===== config.mk =====
export PLATFORM = sky130hd
export DESIGN_NAME = playseq_jogador_auto
export DESIGN_NICKNAME = d
export VERILOG_FILES = /design/src/rtl/playseq_auto_pkg.sv /design/src/rtl/playseq_auto_buffer.sv /design/src/rtl/playseq_jogador_auto.sv
export SDC_FILE = /design/constraint.sdc
export NUM_CORES = 1
export LEC_CHECK = 0
export CAP_MARGIN = 15
export CORE_UTILIZATION = 60
export CTS_CLUSTER_SIZE = 30
export DETAILED_ROUTE_END_ITERATION = 10
export PLACE_DENSITY = 0.91
export SLEW_MARGIN = 0
export SYNTH_ARGS = -nofsm -noshare
export SYNTH_HDL_FRONTEND = slang
export SYNTH_SLANG_ARGS = --single-unit

===== constraint.sdc =====
create_clock -name clock -period 8.6 [get_ports clock]
set_input_delay 1.72 -clock clock [delete_from_list [all_inputs] [get_ports clock]]
set_output_delay 1.72 -clock clock [all_outputs]
set_load 0.05 [all_outputs]

===== src/rtl/playseq_auto_pkg.sv =====
// rtl/playseq_auto_pkg.sv - shared state encoding and default sizing for the PlaySeq auto-player
package playseq_auto_pkg;

  typedef enum logic [1:0] {
    OCIOSO    = 2'd0,
    CAPTURA   = 2'd1,
    APERTA    = 2'd2,
    INTERVALO = 2'd3
  } estado_t;

  localparam int MAX_JOGADAS_PADRAO = 16;
  localparam int LARGURA_PADRAO     = 4;
  localparam int T_APERTO_PADRAO    = 5;
  localparam int T_INTERVALO_PADRAO = 3;

  function automatic int maior(input int a, input int b);
    return (a > b) ? a : b;
  endfunction

endpackage


===== src/rtl/playseq_auto_buffer.sv =====
// rtl/playseq_auto_buffer.sv - captured-LED register file, sync write, async read, no content reset
module playseq_auto_buffer #(
  parameter int MAX_JOGADAS = 16,
  parameter int LARGURA     = 4,
  localparam int AW         = $clog2(MAX_JOGADAS)
) (
  input  logic               clock,
  input  logic               we,
  input  logic [AW-1:0]      addr_w,
  input  logic [LARGURA-1:0] dado_w,
  input  logic [AW-1:0]      addr_r,
  output logic [LARGURA-1:0] dado_r
);

  logic [LARGURA-1:0] mem [MAX_JOGADAS];

  always_ff @(posedge clock) begin
    if (we) mem[addr_w] <= dado_w;
  end

  assign dado_r = mem[addr_r];

endmodule


===== src/rtl/playseq_jogador_auto.sv =====
// rtl/playseq_jogador_auto.sv - PlaySeq auto-player: captures preview LEDs, replays them as presses (option: PLAYSEQ_AUTO_FALHA_EN)
module playseq_jogador_auto
  import playseq_auto_pkg::*;
#(
  parameter int MAX_JOGADAS = MAX_JOGADAS_PADRAO,
  parameter int LARGURA     = LARGURA_PADRAO,
  parameter int T_APERTO    = T_APERTO_PADRAO,
  parameter int T_INTERVALO = T_INTERVALO_PADRAO,
  localparam int CW         = $clog2(MAX_JOGADAS) + 1,
  localparam int IW         = $clog2(MAX_JOGADAS),
  localparam int TMAX       = maior(T_APERTO, T_INTERVALO),
  localparam int TW         = (TMAX > 1) ? $clog2(TMAX) : 1
) (
  input  logic               clock,
  input  logic               reset,
  input  logic               habilita,
  input  logic               limpa,
  input  logic               fase_preview,
  input  logic [LARGURA-1:0] leds,
`ifdef PLAYSEQ_AUTO_FALHA_EN
  input  logic               injeta_falha,
`endif
  output logic [LARGURA-1:0] botoes,
  output logic               ocupado,
  output logic               erro_padrao,
  output logic               erro_cheio,
  output logic [CW-1:0]      db_contagem,
  output logic [1:0]         db_estado
);

  estado_t            estado;
  logic [CW-1:0]      count;
  logic [IW-1:0]      idx;
  logic [TW-1:0]      timer;
  logic [LARGURA-1:0] leds_q;
  logic               fase_preview_q;
  logic [LARGURA-1:0] dado_r;
`ifdef PLAYSEQ_AUTO_FALHA_EN
  logic               falha_q;
`endif

  logic subida, evento, cheio, ultimo, grava;

  assign subida = fase_preview & ~fase_preview_q;
  assign evento = (estado == CAPTURA) && (leds != '0) && (leds_q == '0);
  assign cheio  = (count == CW'(MAX_JOGADAS));
  assign ultimo = ({1'b0, idx} == (count - CW'(1)));
  // Write strobe must mirror exactly the branch of the FSM that accepts a capture
  assign grava  = reset && !limpa && habilita && fase_preview && evento
                  && $onehot(leds) && !cheio;

  playseq_auto_buffer #(
    .MAX_JOGADAS(MAX_JOGADAS),
    .LARGURA    (LARGURA)
  ) u_buffer (
    .clock (clock),
    .we    (grava),
    .addr_w(count[IW-1:0]),
    .dado_w(leds),
    .addr_r(idx),
    .dado_r(dado_r)
  );

  always_ff @(posedge clock) begin
    if (!reset) begin
      estado         <= OCIOSO;
      count          <= '0;
      idx            <= '0;
      timer          <= '0;
      leds_q         <= '0;
      fase_preview_q <= 1'b0;
      erro_padrao    <= 1'b0;
      erro_cheio     <= 1'b0;
`ifdef PLAYSEQ_AUTO_FALHA_EN
      falha_q        <= 1'b0;
`endif
    end else begin
      fase_preview_q <= fase_preview;
      if (limpa) begin
        estado      <= OCIOSO;
        count       <= '0;
        idx         <= '0;
        timer       <= '0;
        leds_q      <= '0;
        erro_padrao <= 1'b0;
        erro_cheio  <= 1'b0;
`ifdef PLAYSEQ_AUTO_FALHA_EN
        falha_q     <= 1'b0;
`endif
      end else begin
        leds_q <= leds;
        if (!habilita) begin
          estado <= OCIOSO;
        end else begin
          case (estado)
            OCIOSO: begin
              if (subida) begin
                estado <= CAPTURA;
                count  <= '0;
              end
            end
            CAPTURA: begin
              if (!fase_preview) begin
                if (count != '0) begin
                  estado <= APERTA;
                  idx    <= '0;
                  timer  <= '0;
`ifdef PLAYSEQ_AUTO_FALHA_EN
                  falha_q <= injeta_falha;
`endif
                end else begin
                  estado <= OCIOSO;
                end
              end else if (evento) begin
                if (!$onehot(leds)) erro_padrao <= 1'b1;
                else if (cheio)     erro_cheio  <= 1'b1;
                else                count       <= count + CW'(1);
              end
            end
            APERTA: begin
              if (subida) begin
                estado <= CAPTURA;
                count  <= '0;
              end else if (timer == TW'(T_APERTO - 1)) begin
                estado <= INTERVALO;
                timer  <= '0;
              end else begin
                timer <= timer + TW'(1);
              end
            end
            INTERVALO: begin
              if (subida) begin
                estado <= CAPTURA;
                count  <= '0;
              end else if (timer == TW'(T_INTERVALO - 1)) begin
                timer <= '0;
                if (ultimo) begin
                  estado <= OCIOSO;
                end else begin
                  idx    <= idx + IW'(1);
                  estado <= APERTA;
                end
              end else begin
                timer <= timer + TW'(1);
              end
            end
            default: estado <= OCIOSO;
          endcase
        end
      end
    end
  end

  // Presses are a pure decode of state registers, so nothing leaks outside APERTA
  always_comb begin
    botoes = '0;
    if (estado == APERTA) begin
      botoes = dado_r;
`ifdef PLAYSEQ_AUTO_FALHA_EN
      if (falha_q && ultimo) botoes = {dado_r[LARGURA-2:0], dado_r[LARGURA-1]};
`endif
    end
  end

  assign ocupado     = (estado != OCIOSO);
  assign db_contagem = count;
  assign db_estado   = estado;

endmodule


# Yosys cells after proc, flatten, opt, wreduce, memory -nomap -nowiden
# Memory sizes are Yosys's and may differ from the RTL's. A register that Yosys moved wholly into a read port is not among the register bits.
# Cells that the tools add are included.
# totals
mem_bits_ro	0
input_bits	9
reg_bits	21
word_cells	102
n_memories	1
out_inout_bits	14
latch_bits	0
mem_bits_rw	64
# classes
shifts	0
bitwise_logic	5
magnitude_cmp	0
eq_ne	22
div	0
add_sub_neg	7
n_reduce_logical	26
multipliers	0
n_mux	33
# memory_table
memory	depth	word_bits	rd	rd_ports_with_merged_regs	wr	line_no	source
u_buffer.mem	16	4	1	1	1	playseq_auto_buffer.sv:15	logic [LARGURA-1:0] mem [MAX_JOGADAS];
# ops
operator	n
$mux W4	8
$mux W5	5
$mux W3	6
$ne A2 B2 Y1 const B	9
$reduce_and A6 Y1	3
$mux W2	8
$pmux W5 S2	1
$pmux W3 S3	1
$logic_and A1 B1 Y1	8
$pmux W2 S4	1
$pmux W4 S2	1
$reduce_and A7 Y1	1
$ne A2 B1 Y1 const B	3
$ne A3 B3 Y1 const B	2
$reduce_or A3 Y1	2
$add A5 B1 Y5 const B	1
$eq A4 B5 Y1	1
$eq A5 B5 Y1 const B	1
$reduce_and A5 Y1	1
$reduce_bool A5 Y1	1
$sub A5 B1 Y5 const B	1
$add A1 B1 Y2	2
$add A4 B1 Y4 const B	1
$eq A2 B2 Y1 const B	2
other kinds (17)	23

# Logic depth before layout (Yosys ltp)
# Gate-level depths: netlist (run 1).
# depth
ltp_word	9
depth_mapped	10
mapped_depth_nobuf	10

# Modules after synthesis
# Synthesis (run 1) repeated with hierarchy kept, for this count alone.
# hier_totals
cells_unflattened	281
hier_area_um2	3962.6
# modules_own_cells
mod	area_per_inst_um2	instances	cells_per_inst
playseq_auto_buffer	2586.2	1	126
playseq_jogador_auto	1376.3	1	155

# Worst setup path before layout (run 1)
# OpenSTA, ideal clock, no wires.
# synth_path
path_kind	input -> register
startpoint	in leds[0]
endpoint	mem u_buffer.mem[12][0] (enable)
setup_ns	0.329
required_time_ns	8.271
path_slack_ns	4.494
stages	10
arrival_ns	3.776
cell_sequence	inv_1 -> fa_1 -> inv_1 -> ha_1 -> ha_1 -> nor3b_1 -> nand2_1 -> nor3_1 -> nand2_1 -> nor2_1
# synth_between
elab_chain_cells	8
elab_cells_between_ends	11
classes_between	add/sub (2); eq/ne (1); mux (2); reduce/logical (6)
# synth_lines
item	line_no	source
start, declared	playseq_jogador_auto.sv:19	input logic [LARGURA-1:0] leds,
branches (longest 4 deep; another with $add A2 B2 Y3)	--	
$logic_and A1 B1 Y1 (*) (2 in a row)	playseq_jogador_auto.sv:50	&& $onehot(leds) && !cheio;
$mux W1 (*)	playseq_auto_buffer.sv:18	if (we) mem[addr_w] <= dado_w;
$mux W1 (not written as such) (*)	playseq_auto_buffer.sv:18	
end, declared	playseq_auto_buffer.sv:15	
# Every way passes the cells marked *.

# Final worst setup path (run 1)
# layout_path
startpoint	in leds[0]
endpoint	mem u_buffer.mem[11][3] (enable)
# The elaborated chain is that of the path after synthesis.

==> results of run 1 <==
critical path, cell delays in order:
cell and delay, ps:
clkdlybuf4s50_1 860, inv_1 200, fa_1 570, inv_1 40, ha_1 180, ha_1 300
nor3b_1 310, nand2_1 130, nor3_1 450, nand2_1 200, nor2_1 400
kinds of logic (layout without fill, tap and decap cells):
group | after synthesis | after routing | synth area share [%]
multiplexers | 21 | 21 | 11.63
AO/OA/AOI/OAI | 36 | 36 | 6.260
XOR/XNOR | 5 | 5 | 1.106
flip-flops | 89 | 89 | 61.21
AND/OR/NAND/NOR | 96 | 96 | 12.80
adder cells (fa/ha/maj) | 13 | 13 | 4.300
buffers and inverters | 24 | 54 | 2.687
routing by layer:
metal / up-vias / global-route usage [%]
met1: 1203 / 35.10
met3: 25 / 5.865
met5: - / 0
met4: 0 / 10.19
li1: 1122 / -
met2: 134 / 35.77
flip-flops by register name, summed over array words and instances, names as in the netlist, named ones only:
register and cells:
u_buffer.mem 64, erro_padrao 1, leds_q 4, fase_preview_q 1, idx 4, db_estado 2
erro_cheio 1, timer 3, db_contagem 5
how the worst max path moves through the flow:
stage                     endpoint  slack (ps)  cells after the start
4_1_cts        u_buffer.mem[11][3]        3220                     11
3_3_place_gp   u_buffer.mem[11][2]        3080                     11
5_1_grt        u_buffer.mem[11][3]        2960                     11
2_1_floorplan  u_buffer.mem[12][0]        4490                     10
6_report       u_buffer.mem[11][3]        3240                     11
3_5_place_dp   u_buffer.mem[11][1]        2850                     11
cell type report:
class	instances	area share, %
clock buffers	10	2.869
clock inverters	6	1.547
inverters	15	1.266
multi-input cells	171	32.12
flip-flops and latches	89	54.46
well taps	77	2.166
repair buffers	23	5.570
Yosys cell counts (all sizes together), types with 2 or more instances:
master	number	area [um^2]
or3	6	37.54
a21oi	8	40.04
o21ai	8	40.04
mux4	20	450.4
nand2	12	45.04
inv	15	56.30
o31ai	2	15.01
o21a	2	15.01
edfxtp	64	1922
o211ai	3	22.52
xor2	4	35.03
or2	3	18.77
nand3b	4	30.03
and2	2	12.51
nor3	5	25.02
nand4	5	31.28
ha	12	150.1
nand2b	10	62.56
nor2b	9	56.30
clkbuf	3	11.26
a21o	2	15.01
nor2	27	101.4
buf	6	38.79
nor3b	2	15.01
dfxtp	25	500.5
nand3	7	35.03
report_power, final:
group	switching [W]	internal, W
Sequential	0.000000779	0.000459
Clock	0.000151	0.000135
Combinational	0.0000169	0.00000969
Total	0.000168	0.000604
metrics by stage:
stage | hold WS [ps] | cell area, um^2 | total power [W] | util (%) | setup WS (ps)
after floorplan | 464.7 | 3958 | 0.0004831 | - | 4494
after global placement | 456.2 | 4224 | 0.0004947 | 66.52 | 3081
after detailed placement | 457.7 | 4224 | 0.0004959 | 66.52 | 2851
after CTS | 474.4 | 4420 | 0.0007721 | 69.62 | 3224
after global routing | 496.1 | 4448 | 0.0007939 | 70.05 | 2962
final | 469.8 | 4448 | 0.0007729 | 70.05 | 3243
==> impl_metrics.toml, run 1 <==
[clock_network]
clk_latency_ps = 370
cts_tree = "done"
cts.htree.levels = 3
cts_resized = 0
clk_pin_slew_ps = 90
cts-root-buf = "clkbuf_8"
cts_setup_buffers = 0
clk_path_buf_depth = 2
cts.sinks = 89
numCtsBuffers = 9
hold_buffers = 0

[routing]
dr_wl_met2_um = 3670
met3_wirelength_um = 631
met1_length_um = 3352
first_pass_iters = 4
drc = 0
wire_per_inst_um = 20.13
routed_wl_um = 7870
postRouteAntennaNets = 0
vias = 2484
drtIter0Drc = 298
routed_via_density = 6.353
highest_layer = "met4"

[final_layout]
drive_gt1_share_pct = 12.42
multiInputGateArea_um2 = 1429
seq_area_um2 = 2422
final_cells = 391
layout_commonest_cell = "edfxtp_1"
nFillCells = 411
layout_common_cells = "edfxtp_1, nor2_1, dfxtp_1, clkdlybuf4s50_1, mux4_2"
nNetsFinal = 331
diodes = 0
syn2layout_area_growth_pct = 12.39

[power_and_ir_drop]
power_leakage_nw = 1.450
power_density_nw_per_um2 = 173.8
peakVddDrop_v = 0.0001617

[worst_hold_path]
whs_path_depth = 1
hold_path.class = "register to register"
min_to = "erro_cheio"
min-delay-start = "erro_cheio"

[global_routing]
grt_max_degree = 20
antenna_found_initial = 0
grt_pass1_vias = 2316
grt_first_pass_wirelength_um = 12490
overflow = 0
track_usage_pct = 24.33

[yosys]
yosysUniqueCellTypes = 47
synth-edff-count = 64
yosys_warnings = 0
synthFlopType = "edfxtp_1"
synth-seq-cells = 89
syn_area_um2 = 3958
synthesis.nets = 306
netlist_instances = 284
async_reset_ff_share_pct = 0
seq_area_frac_synth_pct = 61.21
syn_area_per_cell_um2 = 13.94

[sta]
finalSetupTns_ps = 0
final-max-slew-violation-count = 0
finalClockSkew_ps = 14.57
relSlewSlack_pct = 39.81
setup_viol = 0
hold_viol_final = 0
fin_crit_sh_pct = 62.29
worstMarginPinSlew_ps = 901.0
timing.fmax_ghz = 0.1867
rsz0062_at_grt = "false"
layout_min_cycle_time_ps = 5357

[setup_path]
reg2reg_slack_ps = 5950
path_class = "input port to register"
crit_path_max_fanout = 17
worstRegToRegCells = 5
crit_required_ps = 8610
rr_endpoint = "u_buffer.mem[11][3]"
worstSetupStartpoint = "leds[0]"
r2r_start = "db_estado[0]"
cp-end-kind = "register"
critPathLaunchType = "input port"
arrival_ps = 5370

[die]
std_cell_rows = 29
core_um2 = 6350
num_io_pins = 23
fp.dieArea_um2 = 6925
die_h_um = 83.22
fp.dieW_um = 83.22
start_util_pct = 62.33

[placement]
portBuffers = 22
placed_cells = 374
place.gp.congestion = 0.8261
dp_hpwl_um = 5471

[status]
status = "finished clean"

[job]
maxCapViolCount = 0
No activity file was read; power rests on OpenSTA's default activity.
==> run 2: changes to the inputs <==
--- a/config.mk
+++ b/config.mk
@@ -6,10 +6,10 @@
 export NUM_CORES = 1
 export LEC_CHECK = 0
 export CAP_MARGIN = 15
-export CORE_UTILIZATION = 60
+export CORE_UTILIZATION = 59
 export CTS_CLUSTER_SIZE = 30
 export DETAILED_ROUTE_END_ITERATION = 10
-export PLACE_DENSITY = 0.91
+export PLACE_DENSITY = 0.9
 export SLEW_MARGIN = 0
 export SYNTH_ARGS = -nofsm -noshare
 export SYNTH_HDL_FRONTEND = slang
==> constraint.sdc (replaced) <==
create_clock -name clock -period 5.59 [get_ports clock]
set_input_delay 1.118 -clock clock [delete_from_list [all_inputs] [get_ports clock]]
set_output_delay 1.118 -clock clock [all_outputs]
set_load 0.05 [all_outputs]
==> run 2 against run 1 <==
Net effect: final cell count increased by 0.77%; sequential power increased by 54%; non-clock buffer count increased by 3; register-to-register slack got worse by 3000 ps.
==> impl_metrics.toml, run 2 (synthesis results as in run 1) <==
[final_layout]
syn2layout_area_growth_pct = 13.03
nNetsFinal = 334
multiInputGateArea_um2 = 1429
top_register = "u_buffer.mem"
nFillCells = 408
seq_area_um2 = 2422
drive_gt1_share_pct = 13.56
layout_common_cells = "edfxtp_1, nor2_1, dfxtp_1, clkdlybuf4s50_1, mux4_2"
diodes = 0
final_cells = 394
layout_commonest_cell = "edfxtp_1"
largest_register_ffs = 64

[clock_network]
cts_setup_buffers = 0
cts.sinks = 89
clk_latency_ps = 370
clk_pin_slew_ps = 90
cts_tree = "done"
hold_buffers = 0
clk_path_buf_depth = 2
cts-root-buf = "clkbuf_8"
cts.htree.levels = 3
cts_resized = 0
numCtsBuffers = 9

[routing]
wire_per_inst_um = 20.43
postRouteAntennaNets = 0
vias = 2515
drc = 0
routed_wl_um = 8048
first_pass_iters = 5
drtIter0Drc = 320
routed_via_density = 6.383

[die]
die_h_um = 83.90
fp.dieArea_um2 = 7039
fp.dieW_um = 83.90
num_io_pins = 23
start_util_pct = 61.62
core_um2 = 6422
std_cell_rows = 29

[setup_path]
crit_required_ps = 4470
critPathLaunchType = "register"
worst-path-stages = 4
crit_chain = "mux4_2, mux4_2, nor2b_1, clkdlybuf4s50_1"
cp_common_cell = "mux4_2"
path_class = "register to primary output"
arrival_ps = 3360
crit_path_max_fanout = 16
slowest_delay_ps = 1020
worstRegToRegCells = 7
cp_slowest_cell = "dfxtp_1"
path_delay_family = "multiplexers"
path_buf_inv = 1
cp-end-kind = "primary output"

[global_routing]
grt_max_degree = 20
overflow = 0
antenna_found_initial = 0
grt_pass1_vias = 2438
grt_first_pass_wirelength_um = 13160
track_usage_pct = 25.52

[sta]
setup_viol = 0
whs_ps = 480.6
relSlewSlack_pct = 29.73
timing.fmax_ghz = 0.2234
finalSetupTns_ps = 0
finalClockSkew_ps = 14.22
layout_min_cycle_time_ps = 4477
hold_viol_final = 0
fin_crit_sh_pct = 80.09
worstMarginPinSlew_ps = 1053
final-max-slew-violation-count = 0
rsz0062_at_grt = "false"

[job]
maxCapViolCount = 0

[placement]
portBuffers = 22
place.gp.congestion = 0.8185
placed_cells = 378
dp_hpwl_um = 5598

[power_and_ir_drop]
peakVddDrop_v = 0.0003344
power_density_nw_per_um2 = 274.2
power_leakage_nw = 1.473

[status]
status = "finished clean"

[worst_hold_path]
hold_path.class = "register to register"
whs_path_depth = 1
-- run 2: cell count changes in the layout (fill, tap and decap cells not counted), sizes merged --
cell,before,now
clkinv,4,2
inv,15,19
clkinvlp,1,0
clkbuf,10,9
buf,1,4
-- run 2: path summary, 6_finish.rpt --
path,startpoint,to,slack (ps)
setup / recovery,register,botoes[2],1110
hold / removal,erro_padrao,erro_padrao,480
setup reg to reg,db_contagem[0],u_buffer.mem[12][1],2990
hold reg to reg,erro_padrao,erro_padrao,480
-- run 2: metrics by stage --
step                utilization, %  area, um^2  total power (W)  worst slack (ps)
global route                 69.65        4473         0.001261             915.2
floorplan                        -        3958        0.0007432              2086
CTS                          69.65        4473         0.001230              1039
global placement             66.24        4254        0.0007629              1058
detailed placement           66.24        4254        0.0007651             862.3
finish                       69.65        4473         0.001226              1113
-- run 2: layer usage --
layer | track usage [%] | part of all wire (%) | vias up
met4 | 9.248 | 2.2 | 0
met1 | 36.51 | 42 | 1232
met5 | 0 | 0 | -
met3 | 4.946 | 7.9 | 21
li1 | - | - | 1133
met2 | 39.34 | 48 | 129
-- run 2: report_power, final --
| group | total [W] | switching, W | internal [W] |
|---|---|---|---|
| clock | 0.000475 | 0.000255 | 0.000220 |
| combinational | 0.0000436 | 0.0000269 | 0.0000168 |
| sequential | 0.000708 | 0.00000118 | 0.000706 |
-- run 2: area by class of cell --
type | instances | area share [%]
Tap cell | 77 | 2.154
Sequential cell | 89 | 54.15
Inverter | 15 | 1.259
Clock buffer | 9 | 2.769
Clock inverter | 7 | 2.126
Multi-Input combinational cell | 171 | 31.94
Timing Repair Buffer | 26 | 5.594
